$ cat src/rtl/sga_body_shift_ctrl.sv
// Snake body RAM sequencer for one game step: computes the new head, flags wall/self/apple
// hits, shifts every segment one slot toward the tail and writes the new head at address 0.
module sga_body_shift_ctrl #(
    parameter int unsigned      POS_W    = 4,
    parameter int unsigned      MAX_LEN  = 16,
    parameter int unsigned      LEN_W    = 5,
    parameter logic [POS_W-1:0] INIT_POS = POS_W'(5)
) (
    input  logic               clock,
    input  logic               restart_n,
    input  logic               clear,
    input  logic               move_req,
    input  logic [1:0]         direction,
    input  logic [POS_W-1:0]   apple_pos,
    input  logic [POS_W-1:0]   ram_rdata,
    output logic [LEN_W-2:0]   ram_addr,
    output logic [POS_W-1:0]   ram_wdata,
    output logic               ram_we,
    output logic               busy,
    output logic               done,
    output logic               ate_apple,
    output logic               wall_collision,
    output logic               self_collision,
    output logic               win,
    output logic [POS_W-1:0]   head_pos,
    output logic [LEN_W-1:0]   length
);

    localparam int unsigned HALF   = POS_W / 2;
    localparam int unsigned ADDR_W = LEN_W - 1;

    typedef enum logic [2:0] {
        S_IDLE,
        S_INIT,
        S_CALC,
        S_RD,
        S_WR,
        S_HEAD,
        S_DONE
    } state_t;

    state_t              r_state;
    logic [LEN_W-1:0]    r_idx;
    logic [POS_W-1:0]    r_new_head;
    logic                r_eat;
    logic [ADDR_W-1:0]   r_ram_addr;
    logic                r_ram_we;
    logic                r_busy;
    logic                r_done;
    logic                r_ate;
    logic                r_wall;
    logic                r_self;
    logic                r_win;
    logic [POS_W-1:0]    r_head;
    logic [LEN_W-1:0]    r_len;

    state_t              w_next_state;
    logic [LEN_W-1:0]    w_next_idx;
    logic [ADDR_W-1:0]   w_ram_addr_nx;
    logic                w_ram_we_nx;
    logic [HALF-1:0]     w_x;
    logic [POS_W-HALF-1:0] w_y;
    logic [HALF-1:0]     w_nx;
    logic [POS_W-HALF-1:0] w_ny;
    logic                w_wall_hit;
    logic [POS_W-1:0]    w_step_head;
    logic                w_self_hit;
    logic [LEN_W-1:0]    w_grow_len;
    logic [LEN_W-1:0]    w_new_len;

    assign w_x         = r_head[HALF-1:0];
    assign w_y         = r_head[POS_W-1:HALF];
    assign w_step_head = {w_ny, w_nx};
    assign w_grow_len  = r_len + LEN_W'(1);
    assign w_new_len   = r_eat ? w_grow_len : r_len;
    // The tail cell only counts as occupied when the snake grows this step.
    assign w_self_hit  = (r_state == S_WR) && (ram_rdata == r_new_head) &&
                         ((r_idx != (r_len - LEN_W'(1))) || r_eat);

    // Candidate head and wall detection from the current head and direction.
    always_comb begin
        w_nx       = w_x;
        w_ny       = w_y;
        w_wall_hit = 1'b0;
        case (direction)
            2'b00: begin
                w_wall_hit = (w_x == '0);
                w_nx       = w_x - HALF'(1);
            end
            2'b01: begin
                w_wall_hit = (w_x == {HALF{1'b1}});
                w_nx       = w_x + HALF'(1);
            end
            2'b10: begin
                w_wall_hit = (w_y == '0);
                w_ny       = w_y - (POS_W-HALF)'(1);
            end
            2'b11: begin
                w_wall_hit = (w_y == {(POS_W-HALF){1'b1}});
                w_ny       = w_y + (POS_W-HALF)'(1);
            end
            default: ;
        endcase
    end

    // Next state, segment index and the RAM controls for the upcoming state.
    always_comb begin
        w_next_state  = r_state;
        w_next_idx    = r_idx;
        w_ram_addr_nx = '0;
        w_ram_we_nx   = 1'b0;
        case (r_state)
            S_IDLE: if (move_req && !(r_wall || r_self || r_win)) w_next_state = S_CALC;
            S_CALC: begin
                if (w_wall_hit) begin
                    w_next_state = S_DONE;
                end else begin
                    w_next_state = S_RD;
                    w_next_idx   = r_len - LEN_W'(1);
                end
            end
            S_RD:   w_next_state = S_WR;
            S_WR: begin
                if (r_idx == '0) begin
                    w_next_state = S_HEAD;
                end else begin
                    w_next_state = S_RD;
                    w_next_idx   = r_idx - LEN_W'(1);
                end
            end
            S_HEAD: w_next_state = S_DONE;
            S_DONE: w_next_state = S_IDLE;
            S_INIT: w_next_state = S_IDLE;
            default: w_next_state = S_IDLE;
        endcase
        if (clear) w_next_state = S_INIT;

        case (w_next_state)
            S_INIT: w_ram_we_nx = 1'b1;
            S_RD:   w_ram_addr_nx = ADDR_W'(w_next_idx);
            S_WR: begin
                w_ram_we_nx   = 1'b1;
                w_ram_addr_nx = ADDR_W'(w_next_idx + LEN_W'(1));
            end
            S_HEAD: w_ram_we_nx = 1'b1;
            default: ;
        endcase
    end

    always_ff @(posedge clock or negedge restart_n) begin
        if (!restart_n) begin
            r_state    <= S_IDLE;
            r_idx      <= '0;
            r_new_head <= '0;
            r_eat      <= 1'b0;
            r_ram_addr <= '0;
            r_ram_we   <= 1'b0;
            r_busy     <= 1'b0;
            r_done     <= 1'b0;
            r_ate      <= 1'b0;
            r_wall     <= 1'b0;
            r_self     <= 1'b0;
            r_win      <= 1'b0;
            r_head     <= INIT_POS;
            r_len      <= LEN_W'(1);
        end else begin
            r_state    <= w_next_state;
            r_idx      <= w_next_idx;
            r_ram_addr <= w_ram_addr_nx;
            r_ram_we   <= w_ram_we_nx;
            r_busy     <= (w_next_state != S_IDLE);
            r_done     <= (w_next_state == S_DONE);
            if (clear) begin
                r_len  <= LEN_W'(1);
                r_head <= INIT_POS;
                r_ate  <= 1'b0;
                r_wall <= 1'b0;
                r_self <= 1'b0;
                r_win  <= 1'b0;
                r_eat  <= 1'b0;
            end else begin
                case (r_state)
                    S_IDLE: if (w_next_state == S_CALC) r_ate <= 1'b0;
                    S_CALC: begin
                        r_new_head <= w_step_head;
                        if (w_wall_hit) r_wall <= 1'b1;
                        else            r_eat  <= (w_step_head == apple_pos);
                    end
                    S_WR: if (w_self_hit) r_self <= 1'b1;
                    S_HEAD: begin
                        r_head <= r_new_head;
                        if (r_eat) begin
                            r_len <= w_grow_len;
                            r_ate <= 1'b1;
                        end
                        if (w_new_len == LEN_W'(MAX_LEN)) r_win <= 1'b1;
                    end
                    default: ;
                endcase
            end
        end
    end

    // Write data follows the read port directly during the shift.
    always_comb begin
        ram_wdata = '0;
        case (r_state)
            S_INIT: ram_wdata = INIT_POS;
            S_WR:   ram_wdata = ram_rdata;
            S_HEAD: ram_wdata = r_new_head;
            default: ;
        endcase
    end

    assign ram_addr       = r_ram_addr;
    assign ram_we         = r_ram_we;
    assign busy           = r_busy;
    assign done           = r_done;
    assign ate_apple      = r_ate;
    assign wall_collision = r_wall;
    assign self_collision = r_self;
    assign win            = r_win;
    assign head_pos       = r_head;
    assign length         = r_len;

endmodule

$ cat config.mk
export PLATFORM = sky130hd
export DESIGN_NAME = sga_body_shift_ctrl
export DESIGN_NICKNAME = d
export VERILOG_FILES = /design/src/rtl/sga_body_shift_ctrl.sv
export SDC_FILE = /design/constraint.sdc
export NUM_CORES = 1
export LEC_CHECK = 0
export CORE_ASPECT_RATIO = 0.75
export CORE_MARGIN = 5
export CORE_UTILIZATION = 55
export DETAILED_ROUTE_END_ITERATION = 10
export HOLD_SLACK_MARGIN = 0.15
export PLACE_DENSITY_LB_ADDON = 0.08
export SLEW_MARGIN = 20
export SYNTH_ARGS = -nofsm -noshare
export SYNTH_HDL_FRONTEND = slang
export SYNTH_SLANG_ARGS = --single-unit
$ cat constraint.sdc
create_clock -name clock -period 4.5 [get_ports clock]
set_input_delay 1.35 -clock clock [delete_from_list [all_inputs] [get_ports clock]]
set_output_delay 1.35 -clock clock [all_outputs]
set_load 0.02 [all_outputs]
### Yosys cells after proc, flatten, opt, wreduce, memory -nomap -nowiden

Cells that the tools add are included.

| operators by class | value |
|---|---|
| add/sub/neg operators | 8 |
| equality and inequality tests | 23 |
| mux-type cells | 35 |
| bitwise operators | 1 |
| reductions and logical operators | 27 |

Operators by type and width:

| kind | number |
|---|---|
| two-way mux 5 bit | 5 |
| two-way mux 1 bit | 16 |
| == test 3 bit (second input constant) | 5 |
| one-hot mux 3 bit (5 select lines) | 1 |
| == test 3 x 2 -> 1 bit (second input constant) | 4 |
| two-way mux 3 bit | 4 |
| one-hot mux 4 bit (3 select lines) | 1 |
| nonzero test 2 bit | 6 |
| one-hot mux 5 bit (2 select lines) | 1 |
| AND reduction 2 bit | 5 |
| subtractor 5 x 1 -> 5 bit (second input constant) | 2 |
| == test 2 bit (second input constant) | 4 |
| == test 4 bit | 2 |
| two-way mux 4 bit | 2 |
| one-hot mux 2 bit (2 select lines) | 2 |
| one-hot mux 4 bit (2 select lines) | 1 |
| == test 3 x 1 -> 1 bit (second input constant) | 2 |
| logical NOT 2 bit | 3 |
| inequality test 3 bit (second input constant) | 2 |
| nonzero test 3 bit | 2 |
| adder 5 x 1 -> 5 bit (second input constant) | 1 |
| == test 5 bit (second input constant) | 1 |
| logical NOT 5 bit | 1 |
| inequality test 5 bit | 1 |
| other kinds (14) | 20 |

| word-level totals | value |
|---|---|
| input port bits | 14 |
| output and inout port bits | 24 |
| word-level logic and storage cells | 108 |
| bits in registers | 33 |

### Depth between registers and ports, before layout

| logic depth | value |
|---|---|
| depth in word-level cells | 11 |
| depth in mapped cells | 11 |
| depth with buffers taken out | 10 |

### Least setup slack after synthesis

OpenSTA, ideal clock, no wires.

| timing path | value |
|---|---|
| kind | input -> output |
| start point | input ram_rdata[0] |
| end point | output ram_wdata[0] |
| path slack | 1245 ps |
| data required time | 3150 ps |
| buffers on the path | 0 |
| arrival time | 1905 ps |
| stages on the path | 2 |
| path through | a21oi_1 -> nor3_1 |

| on the way | value |
|---|---|
| word-level cells in the longest chain between the ends | 1 |

RTL lines:

| element | line | source |
|---|---|---|
| start, declared | 15 | `input logic [POS_W-1:0] ram_rdata,` |
| one-hot mux 4 bit (3 select lines) | 207 | `case (r_state)` |
| end, declared | 17 | `output logic [POS_W-1:0] ram_wdata,` |

No other way between the ends.

### Final worst setup path

Ends and elaborated chain as after synthesis.

==> results_dict.tcl <==
set metrics [dict create \
    top_usage_layer "met1" \
    start_util 0.5732 \
    min_from "win$_DFFE_PN0P_" \
    dieArea_mm2 0.005192 \
    area_growth_pct 21.86 \
    synth_cell_type_count 51 \
    grt_pass1_vias 1648 \
    clk_pin_slew_worst_paths_ns 0.07 \
    viasPerCell 5.631 \
    async_reset_ff_frac 1.000 \
    use_met2 0.2856 \
    cts_root_buf "clkbuf_8" \
    syn_area_mm2 0.002112 \
    synth_compound_area_frac 0.1594 \
    grt_use_total 0.2008 \
    die_h_um 63.67 \
    synthDominantCellAreaShare 0.3555 \
    synth_edf_count 0 \
    reg2reg_slack_ns 2.00 \
    relSlewSlack 0.5912 \
    antenna_found_initial 0 \
    rsz0062_at_grt "no" \
    seq_area_frac_synth 0.3928 \
    fin_nets 287 \
    syn_avg_cell_area_um2 8.949 \
    wl_per_cell_um 15.03 \
    timing.final.ws_setup_ns 0.3999 \
    place.gp.congestion 0.8372 \
    holdPathStages 2 \
    hold_viol 0 \
    crit_start "ram_rdata[0]" \
    first_iter_violations 129 \
    grt_max_degree 34 \
    critPathMaxFanout 2 \
    rows 19 \
    grt_pass1_wl_mm 7.955 \
    synth_top_area_cell "dfrtp_1" \
    vias 1802 \
    use_met1 0.3004 \
    clockBufferDepth 2 \
    place_ws_ns 0.4015 \
    tns_ns 0 \
    yosys_warnings 0 \
    outcome "completed" \
    ys_seq_elements 33 \
    synthTopCellsByArea "dfrtp_1 (36%), xnor2_1 (7.0%), xor2_1 (5.0%), nand2_1 (4.4%), nor2_1 (4.3%)" \
    ir_worst_vdd_v 0.0003559 \
    final_core_util 0.6985 \
    synthAdderAreaFrac 0.02962 \
    htree_levels 2 \
    fmax_mhz 243.9 \
    synth_cells 236 \
    overflow 0 \
    crit_path_end_kind "output pin" \
    timing.final.crit_share 0.9111 \
    worstSetupPathType "input pin to output pin" \
    cts_tree "yes" \
    synthXorXnorAreaFrac 0.1203 \
    clock_sinks 33 \
    pwr_density_cell_mw_per_mm2 415.5 \
    clock_latency_ns 0.28 \
    synth_ff_type "dfrtp_1" \
    dr.pass1.iters 4 \
    rr_startpoint "r_idx[0]$_DFF_PN0_" \
    drive_gt1_frac 0.09328 \
    cts_setup_buffers 0 \
    leakage_uw 0.001055 \
    synth_top_family_by_area "simple AND/OR/NAND/NOR gates" \
    grt_use_met3 0.04986 \
    hp-class "flip-flop to flip-flop" \
    worstMarginPinSlew_ns 0.6113 \
    synth_nets 255 \
    min_to "win$_DFFE_PN0P_" \
    antenna_cells 0 \
    arrival_ns 2.75 \
    postRouteAntennaNets 0 \
    synth-simple-area-share 0.2346 \
    period_needed_ns 4.100 \
    maxCapViolations 0 \
    setup_viol 0 \
    yosys-mux-area-fraction 0.01066 \
    coreArea_mm2 0.003685 \
    drv_slew 0 \
    cts_buffers 5 \
    die_x_um 81.56 \
    timing.rr.end "ram_addr[3]$_DFF_PN0_" \
    numPortBuffers 37 \
    cts_resized 0 \
    clock_skew_ns 0.004456 \
    reg2reg_depth 8 \
    wirelength_mm 4.811 \
    start_kind "input pin" \
    postCtsHoldBufs 0 \
    dp_hpwl_mm 3.472 \
    drcViolationCount 0 \
    required_ns 3.15 \
    final.fill_count 297 \
    p_total_uw 1069 \
    io_pins 38 \
]
## worst max path at each step
stage	endpoint	cells past startpoint	slack [ns]
2_1_floorplan	ram_wdata[0]	2	1.25
3_3_place_gp	ram_wdata[0]	4	0.44
3_5_place_dp	ram_wdata[0]	4	0.40
4_1_cts	ram_wdata[0]	4	0.41
5_1_grt	ram_wdata[2]	4	0.36
6_report	ram_wdata[0]	4	0.40
## per-layer routing
layer,routed length (um),part of all wire
met3,385,0.080
met4,29,0.0060
met2,2075,0.43
met5,0,0
met1,2320,0.48
## placed cells by master (no fill, tap or decap), types with 2 or more instances in the layout
cell type / count
clkdlybuf4s50_1: 37
dfrtp_1: 30
nand2_1: 25
nor2_1: 24
xnor2_1: 17
a21oi_1: 16
xor2_1: 12
inv_1: 8
nand3_1: 8
nor3_1: 7
o21ai_0: 7
ha_1: 5
clkbuf_8: 5
nor3b_1: 4
nand3b_1: 3
and3_1: 3
nand4_1: 3
a31oi_1: 3
or3_1: 3
dfstp_2: 3
buf_4: 3
o21ai_1: 2
o31a_1: 2
o221a_2: 2
inv_2: 2
nor4_1: 2
and4_1: 2
a311oi_1: 2
nand2b_1: 2
o31ai_1: 2
mux2_2: 2
## cell type report
cell class | instances | area [um2] | area share
clock buffer | 6 | 72.57 | 0.02820
timing repair buffer | 40 | 392.9 | 0.1526
multi-input combinational | 178 | 1171 | 0.4550
tap | 52 | 65.06 | 0.02528
clock inverter | 1 | 5.005 | 0.001945
sequential | 33 | 829.5 | 0.3223
inverter | 10 | 37.54 | 0.01458
## synthesized netlist by cell type, types with 3 or more instances
| cell type | instances |
|---|---|
| o21ai_0 | 7 |
| xnor2_1 | 17 |
| nor3_1 | 7 |
| nand3b_1 | 3 |
| nand4_1 | 3 |
| dfrtp_1 | 30 |
| nor2_1 | 24 |
| buf_2 | 8 |
| nor3b_1 | 4 |
| dfstp_2 | 3 |
| nand2_1 | 25 |
| a31oi_1 | 3 |
| inv_1 | 8 |
| or3_1 | 3 |
| and3_1 | 3 |
| clkbuf_1 | 6 |
| ha_1 | 5 |
| nand3_1 | 8 |
| xor2_1 | 12 |
| a21oi_1 | 16 |
## report_power, final
part	switching (uW)	total (uW)	internal (uW)
sequential	67.0	422	355
combinational	239	439	201
clock	103	208	105
## metrics by stage
stage | instances | hold slack [ns] | area [um2]
6_report | 320 | 0.5242 | 2574
3_5_place_dp | 313 | 0.5152 | 2496
5_1_grt | 320 | 0.5643 | 2574
3_3_place_gp | 313 | 0.5108 | 2496
4_1_cts | 320 | 0.5302 | 2574
2_1_floorplan | 236 | 0.5214 | 2112
## sequential cells by signal, summed over array words and instances (netlist names)
name	count
ram_we	1
r_state	3
r_eat	1
length	5
busy	1
wall_collision	1
ram_addr	4
self_collision	1
r_new_head	4
r_idx	5
head_pos	4
done	1
ate_apple	1
win	1
## worst max-delay path: stages
cell and delay [ns]:
clkdlybuf4s50_1 0.49, a21oi_1 0.07, nor3_1 0.20, clkdlybuf4s50_1 0.64
## cells by family after synthesis
family	count (synthesis)
DFF	33
adders and majority gates	5
buffers and inverters	25
muxes	2
xor gates and xnor gates	29
AOI/OAI and AO/OA	48
and+or+nand+nor	94
Note: power is estimated with default switching activity, not from simulation.
